<file path="config.mk">
export PLATFORM = sky130hd
export DESIGN_NAME = lcd_bus_responder
export DESIGN_NICKNAME = d
export VERILOG_FILES = /design/src/rtl/lcd_bus_responder.sv
export SDC_FILE = /design/constraint.sdc
export NUM_CORES = 1
export LEC_CHECK = 0
export ABC_AREA = 1
export BUFFER_PORTS_ARGS = -buffer_cell sky130_fd_sc_hd__buf_2
export CAP_MARGIN = 30
export CORE_MARGIN = 5
export CORE_UTILIZATION = 55
export DETAILED_ROUTE_END_ITERATION = 6
export MAX_ROUTING_LAYER = met4
export PLACE_DENSITY = 0.76
export SYNTH_ARGS = -nofsm -noshare
export SYNTH_HDL_FRONTEND = slang
export SYNTH_SLANG_ARGS = --single-unit
</file>
<file path="constraint.sdc">
create_clock -name clk -period 3 [get_ports clk]
set_input_delay 0.6 -clock clk [delete_from_list [all_inputs] [get_ports clk]]
set_output_delay 0.6 -clock clk [all_outputs]
set_load 0.05 [all_outputs]
</file>
<file path="src/rtl/lcd_bus_responder.sv">
// Display-side responder for an HD44780-style parallel LCD bus: 2x16 character shadow, address counter, busy flag.
// Optional macro LCD_SHIFT_EN adds a display_offset register for entry-mode and cursor/display shifting.
//
// state   | meaning
// ST_FILL | writing 0x20 into all 32 shadow cells (after reset or clear), busy forced high
// ST_IDLE | decoding bus cycles, busy follows the down-counter
module lcd_bus_responder #(
    parameter int SYNC_STAGES       = 2,
    parameter int BUSY_CMD_CYCLES   = 1850,
    parameter int BUSY_CLEAR_CYCLES = 76000
) (
    input  logic       clk,
    input  logic       reset,
    input  logic       lcd_e,
    input  logic       lcd_rs,
    input  logic       lcd_rw,
    input  logic       lcd_on,
    input  logic [7:0] lcd_db_in,
    output logic [7:0] lcd_db_out,
    output logic       lcd_db_oe,
    output logic       busy,
    output logic       wr_valid,
    output logic [4:0] wr_addr,
    output logic [7:0] wr_char,
    output logic       overrun,
    output logic       display_on,
    output logic [6:0] cursor_addr
);
    localparam logic [0:0] ST_FILL = 1'b0;
    localparam logic [0:0] ST_IDLE = 1'b1;
    localparam int CMAX = (BUSY_CLEAR_CYCLES > BUSY_CMD_CYCLES) ? BUSY_CLEAR_CYCLES : BUSY_CMD_CYCLES;
    localparam int CW   = $clog2(CMAX) + 1;

    logic [11:0] sync_q [SYNC_STAGES];
    logic        on_s, e_s, rs_s, rw_s;
    logic [7:0]  db_s;

    always_ff @(posedge clk) begin
        if (reset) begin
            for (int i = 0; i < SYNC_STAGES; i++) sync_q[i] <= '0;
        end else begin
            sync_q[0] <= {lcd_on, lcd_e, lcd_rs, lcd_rw, lcd_db_in};
            for (int i = 1; i < SYNC_STAGES; i++) sync_q[i] <= sync_q[i-1];
        end
    end
    assign {on_s, e_s, rs_s, rw_s, db_s} = sync_q[SYNC_STAGES-1];

    logic          e_prev_q, cap_rs_q, cap_rw_q;
    logic [7:0]    cap_db_q;
    logic [0:0]    state_q, state_d;
    logic [4:0]    fill_idx_q, fill_idx_d;
    logic          busy_q, busy_d;
    logic [CW-1:0] busy_cnt_q, busy_cnt_d;
    logic [6:0]    ac_q, ac_d;
    logic          inc_q, inc_d, display_on_q, display_on_d;
    logic          wr_pend_q, wr_pend_d, wr_valid_q, wr_valid_d, overrun_q, overrun_d;
    logic [4:0]    pend_addr_q, pend_addr_d, wr_addr_q, wr_addr_d;
    logic [7:0]    pend_char_q, pend_char_d, wr_char_q, wr_char_d;
    logic [7:0]    shadow_q [32];
    logic          shadow_we;
    logic [4:0]    shadow_waddr;
    logic [7:0]    shadow_wdata;
    logic [5:0]    ac_cell;
    logic          fall, wr_accept, wr_drop, rd_fall;

    // 2-line address map: +1 wraps 0x27->0x40 and 0x67->0x00; out-of-range values land back on a line
    function automatic logic [6:0] ac_step(input logic [6:0] ac, input logic inc);
        logic [6:0] r;
        if (inc) r = (ac[5:0] >= 6'd39) ? (ac[6] ? 7'h00 : 7'h40) : ac + 7'd1;
        else if (ac[5:0] == 6'd0) r = ac[6] ? 7'h27 : 7'h67;
        else if (ac[5:0] >= 6'd40) r = {ac[6], 6'd39};
        else r = ac - 7'd1;
        return r;
    endfunction

`ifdef LCD_SHIFT_EN
    logic [5:0] offset_q, offset_d;
    logic       shift_q, shift_d;

    function automatic logic [5:0] cell_map(input logic [6:0] ac, input logic [5:0] off);
        logic [5:0] pos, col;
        pos = ac[5:0];
        col = (pos >= off) ? pos - off : pos + 6'd40 - off;
        return {(pos < 6'd40) && (col < 6'd16), ac[6], col[3:0]};
    endfunction

    function automatic logic [5:0] off_step(input logic [5:0] off, input logic left);
        logic [5:0] r;
        if (left) r = (off >= 6'd39) ? 6'd0 : off + 6'd1;
        else      r = (off == 6'd0) ? 6'd39 : off - 6'd1;
        return r;
    endfunction

    assign ac_cell = cell_map(ac_q, offset_q);
`else
    function automatic logic [5:0] cell_map(input logic [6:0] ac);
        return {(ac[5:4] == 2'b00), ac[6], ac[3:0]};
    endfunction

    assign ac_cell = cell_map(ac_q);
`endif

    assign fall      = e_prev_q & ~e_s & on_s;
    assign wr_accept = fall & ~cap_rw_q & ~busy_q;
    assign wr_drop   = fall & ~cap_rw_q & busy_q;
    assign rd_fall   = fall & cap_rw_q;

    always_comb begin
        state_d      = state_q;
        fill_idx_d   = fill_idx_q;
        busy_d       = busy_q;
        busy_cnt_d   = busy_cnt_q;
        ac_d         = ac_q;
        inc_d        = inc_q;
        display_on_d = display_on_q;
        wr_pend_d    = 1'b0;
        pend_addr_d  = pend_addr_q;
        pend_char_d  = pend_char_q;
        wr_valid_d   = wr_pend_q;
        wr_addr_d    = wr_pend_q ? pend_addr_q : wr_addr_q;
        wr_char_d    = wr_pend_q ? pend_char_q : wr_char_q;
        overrun_d    = wr_drop;
        shadow_we    = 1'b0;
        shadow_waddr = fill_idx_q;
        shadow_wdata = 8'h20;
`ifdef LCD_SHIFT_EN
        offset_d     = offset_q;
        shift_d      = shift_q;
`endif
        if (busy_cnt_q != '0) busy_cnt_d = busy_cnt_q - CW'(1);

        if (state_q == ST_FILL) begin
            busy_d     = 1'b1;
            shadow_we  = 1'b1;
            fill_idx_d = fill_idx_q + 5'd1;
            if (fill_idx_q == 5'd31) state_d = ST_IDLE;
        end else begin
            busy_d = (busy_cnt_q != '0);
        end

        if (rd_fall && cap_rs_q) ac_d = ac_step(ac_q, inc_q);

        if (wr_accept) begin
            busy_d     = 1'b1;
            busy_cnt_d = CW'(BUSY_CMD_CYCLES - 1);
            if (cap_rs_q) begin
                ac_d = ac_step(ac_q, inc_q);
                if (ac_cell[5]) begin
                    shadow_we    = 1'b1;
                    shadow_waddr = ac_cell[4:0];
                    shadow_wdata = cap_db_q;
                    wr_pend_d    = 1'b1;
                    pend_addr_d  = ac_cell[4:0];
                    pend_char_d  = cap_db_q;
                end
`ifdef LCD_SHIFT_EN
                if (shift_q) offset_d = off_step(offset_q, inc_q);
`endif
            end else begin
                casez (cap_db_q)
                    8'b0000_0001: begin
                        state_d    = ST_FILL;
                        fill_idx_d = 5'd0;
                        busy_cnt_d = CW'(BUSY_CLEAR_CYCLES - 1);
                        ac_d       = 7'h00;
                        inc_d      = 1'b1;
`ifdef LCD_SHIFT_EN
                        offset_d   = 6'd0;
`endif
                    end
                    8'b0000_001?: begin
                        busy_cnt_d = CW'(BUSY_CLEAR_CYCLES - 1);
                        ac_d       = 7'h00;
`ifdef LCD_SHIFT_EN
                        offset_d   = 6'd0;
`endif
                    end
                    8'b0000_01??: begin
                        inc_d = cap_db_q[1];
`ifdef LCD_SHIFT_EN
                        shift_d = cap_db_q[0];
`endif
                    end
                    8'b0000_1???: display_on_d = cap_db_q[2];
                    8'b0001_????: begin
                        if (!cap_db_q[3]) ac_d = ac_step(ac_q, cap_db_q[2]);
`ifdef LCD_SHIFT_EN
                        else offset_d = off_step(offset_q, ~cap_db_q[2]);
`endif
                    end
                    8'b1???_????: ac_d = cap_db_q[6:0];
                    default: ;
                endcase
            end
        end
    end

    always_ff @(posedge clk) begin
        if (reset) begin
            e_prev_q     <= 1'b0;
            cap_rs_q     <= 1'b0;
            cap_rw_q     <= 1'b0;
            cap_db_q     <= 8'h00;
            state_q      <= ST_FILL;
            fill_idx_q   <= 5'd0;
            busy_q       <= 1'b0;
            busy_cnt_q   <= '0;
            ac_q         <= 7'h00;
            inc_q        <= 1'b1;
            display_on_q <= 1'b0;
            wr_pend_q    <= 1'b0;
            pend_addr_q  <= 5'd0;
            pend_char_q  <= 8'h00;
            wr_valid_q   <= 1'b0;
            wr_addr_q    <= 5'd0;
            wr_char_q    <= 8'h00;
            overrun_q    <= 1'b0;
`ifdef LCD_SHIFT_EN
            offset_q     <= 6'd0;
            shift_q      <= 1'b0;
`endif
        end else begin
            e_prev_q <= e_s;
            if (e_s) begin
                cap_rs_q <= rs_s;
                cap_rw_q <= rw_s;
                cap_db_q <= db_s;
            end
            state_q      <= state_d;
            fill_idx_q   <= fill_idx_d;
            busy_q       <= busy_d;
            busy_cnt_q   <= busy_cnt_d;
            ac_q         <= ac_d;
            inc_q        <= inc_d;
            display_on_q <= display_on_d;
            wr_pend_q    <= wr_pend_d;
            pend_addr_q  <= pend_addr_d;
            pend_char_q  <= pend_char_d;
            wr_valid_q   <= wr_valid_d;
            wr_addr_q    <= wr_addr_d;
            wr_char_q    <= wr_char_d;
            overrun_q    <= overrun_d;
`ifdef LCD_SHIFT_EN
            offset_q     <= offset_d;
            shift_q      <= shift_d;
`endif
        end
    end

    // shadow RAM needs no reset: the fill walk always follows reset
    always_ff @(posedge clk) begin
        if (shadow_we) shadow_q[shadow_waddr] <= shadow_wdata;
    end

    assign lcd_db_oe   = on_s & e_s & rw_s;
    assign lcd_db_out  = !lcd_db_oe ? 8'h00 :
                         rs_s ? (ac_cell[5] ? shadow_q[ac_cell[4:0]] : 8'h20) : {busy_q, ac_q};
    assign busy        = busy_q;
    assign wr_valid    = wr_valid_q;
    assign wr_addr     = wr_addr_q;
    assign wr_char     = wr_char_q;
    assign overrun     = overrun_q;
    assign display_on  = display_on_q;
    assign cursor_addr = ac_q;
endmodule
</file>
==> results.txt <==
Drt drc: 1
Remaining antenna violation count: 0
Die area: 30,590 sq um
FMAX: 319.4 MHz
CP Capture Type: output pin
Pwr dens: 586.6 nW/um^2
Synthesized area: 14,960 sq um
Simple-gate share of the synthesized area: 0.1769
Antenna Cells: 0
CP cell instances: buf_12 -> buf_16 -> buf_6 -> o21ai_1 -> o21ai_2 -> a21oi_1 -> nand4_1 -> nand3_2 -> a21oi_2 -> buf_6
Number of flops mapped to enable cells by yosys: 256
Finished Core Util: 0.6849
Slew HR: 0.3353
Flop pwr share: 0.506
Vias: 12,085
Ratio of cells with drive above 1 in the final layout: 0.2051
Tcrit/Tclk final: 1.044
Fin worst setup slack: -0.1312 ns
Maximum root-to-sink buffer count: 3
Buffers on Ports: 46
Async S/R FF share, synth: 0
GRT overflow: 0
I/O pins: 47
Max-slew violations: 0
Clock power share: 0.410
Path type of the worst setup path: reg2out
Routed wire length: 45.34 mm
WL/cell: 22.80 um
Vias in the first global route: 11,709
Most common cell in the netlist: nor2_1
WP data required: 2.40 ns
Worst hold path class: in2reg
Hold WS: 0.2809 ns
TritonCTS clock tree: built
Cell mode on critical path: buf_6
Drt via density: 6.076
Top delay family on crit path: compound AO/OA/AOI/OAI gates
H-tree depth: 2
Synthesized Nets: 1,524
Clock Latency Late Sink: 0.53 ns
Post-synth top cells: nor2_1, edfxtp_1, nand2_1, o21ai_0, dfxtp_1
Outcome: complete, but fails checks
Critical path arrival: 2.53 ns
Count of cell types in the netlist: 42
Min Tclk post-route: 3.131 ns
Critical path fanouts, max: 8
Syn Area/Cell: 9.944 sq um
Post-CTS Hold Buffers: 0
Clk_skew: 0.02109 ns
Synth top area cells: edfxtp_1, dfxtp_1, nor2_1
Failing checks: design-rule violations, negative setup slack
Synth Area in Adders: 0.005020
# nets final: 1,641
XOR/XNOR share of the synthesized area: 0.005856
Setup Viol. Count Final: 8
HPWL after DPL: 24.96 mm
Post-synthesis compound-gate area fraction: 0.1172
Switch share: 0.2359
Initial antenna violation count: 0
Area Growth Syn to Fin: 23.07%
Int Power: 0.008249 W
Number of synthesis warnings: 0
Largest net degree at the start of global routing: 60
Worst Tran Pin Value: 0.9957 ns
Final count of hold timing violations: 0
Yosys top cell by area: edfxtp_1
Worst setup SP type: flip-flop
CTS Buf Count: 37
Comb pwr share: 0.084
Post-synth top flop: edfxtp_1
Max IR drop VDD: 0.5279 mV
Yosys top cell area share: 0.5140
Pre-antenna DRT Iters: 7
Post-Synthesis Cells: 1,504
First-iteration detailed-routing DRC count: 1,774
GP Congestion: 0.9640
Rows: 60
CTS clk-pin slew, worst paths: 0.06 ns
CP max stage delay: 0.39 ns
Seq cells post-synth: 354
Max_cap viols: 0
Critical-path top delay cell: dfxtp_4
Die X: 174.9 um
GRT Util Overall: 0.2898
Switching power total: 0.002547 W
Die Height: 174.9 um
Pleak: 7.147 nW
Core area: 26,880 sq um
Main combinational cell family by area after synthesis: simple AND/OR/NAND/NOR gates
Clock root buffer: clkbuf_16
Unrepaired setup endpoints after global routing: true
Mux cell area share after synthesis: 0
Register area share after synthesis: 0.6452
Initial Util: 0.5565
Buf+Inv Stages, Crit Path: 4
CTS sink cnt: 354
First-pass GRT wire length: 66.87 mm
==> worst min-delay path: stages <==
cell and delay (ns):
buf_2 0.07, inv_1 0.03, nor2_1 0.06
==> registers in the layout (all words and copies together), names as in the netlist, 5 cells and up <==
| register | count |
|---|---|
| wr_addr | 5 |
| fill_idx_q | 5 |
| cursor_addr | 7 |
| shadow_q | 256 |
| cap_db_q | 8 |
| pend_char_q | 8 |
| sync_q | 24 |
| busy_cnt_q | 18 |
| pend_addr_q | 5 |
| wr_char | 8 |
==> cells in the final DEF (no fill, tap or decap), types with 14 or more instances in the layout <==
master / netlist / layout
o21ai_0: 184 / 122
buf_2: 29 / 38
nor2_1: 328 / 309
o22ai_1: 44 / 31
nand4_1: 14 / 14
o21ai_1: 3 / 48
a21oi_1: 66 / 55
o21ai_2: 2 / 18
nand2_1: 194 / 179
buf_16: 0 / 15
nand3_1: 59 / 50
clkbuf_16: 0 / 47
nand2_2: 3 / 17
buf_4: 8 / 64
buf_6: 1 / 15
inv_1: 92 / 88
nand3_2: 6 / 15
nor2_2: 6 / 19
edfxtp_1: 256 / 256
dfxtp_1: 98 / 93
==> layout make-up <==
class | instances | area [sq um]
flip-flops and latches | 354 | 9661
fillers | 1885 | 8469
multi-input cells | 973 | 4960
repair buffers | 157 | 1773
clock buffers | 47 | 1026
well taps | 341 | 426.7
inverters | 97 | 401.6
clock inverters | 19 | 142.6
repair inverters | 1 | 16.27
==> power groups by stage <==
stage | combinational (W) | sequential [W] | clock, W
floorplan | 0.000669 | 0.00553 | 0
global placement | 0.000842 | 0.00555 | 0
detailed placement | 0.000873 | 0.00556 | 0
CTS | 0.000887 | 0.00546 | 0.00444
global route | 0.00103 | 0.00548 | 0.00469
finish | 0.000909 | 0.00546 | 0.00442
==> timing repair <==
| action | in CTS | in global routing |
|---|---|---|
| buffers inserted | 20 | 4 |
| pin swaps | 41 | 61 |
| setup endpoints to repair | 8 | 8 |
| resized for setup | 120 | 99 |
| gates cloned | 13 | 11 |
==> stage by stage <==
stage               worst slack [ns]  cell area (sq um)  setup TNS, ns  total power (W)  cells
finish                       -0.1312              18410        -0.5153          0.01080   1989
global route                 -0.1461              18410        -0.7545          0.01120   1989
CTS                         -0.03486              17960       -0.07471          0.01078   1976
detailed placement            0.1936              15880              0         0.006433   1879
global placement              0.2229              15850              0         0.006395   1878
floorplan                    0.08798              14960              0         0.006203   1504
==> metal layers <==
layer | vias up | part of all wire | wire length, um | GRT usage
met5 | - | 0 | 0 | -
met4 | 0 | 0.043 | 1969 | 0.1044
met3 | 169 | 0.12 | 5391 | 0.05474
met2 | 805 | 0.46 | 20850 | 0.4502
met1 | 5704 | 0.38 | 17130 | 0.3859
li1 | 5407 | - | - | -
==> worst paths after layout <==
kind                                           startpoint                  endpoint  slack (ns)  depth (start not counted)
worst min register to register    sync_q[0][6]$_SDFF_PP0_  sync_q[0][18]$_SDFF_PP0_        0.41                          2
worst max register to register   sync_q[0][23]$_SDFF_PP0_  shadow_q[3][3]$_DFFE_PP_        0.21                         11
worst min-delay path                         lcd_db_in[1]   sync_q[0][1]$_SDFF_PP0_        0.28                          3
worst max-delay path            cursor_addr[1]$_SDFF_PP0_             lcd_db_out[1]       -0.13                         10
==> logic make-up after synthesis <==
group	count (synthesis)
buffers and inverters	178
flip-flops	354
AO/OA/AOI/OAI	321
XOR/XNOR	10
adder cells (fa/ha/maj)	6
AND/OR/NAND/NOR	635
No activity file was read; power rests on OpenSTA's default activity.
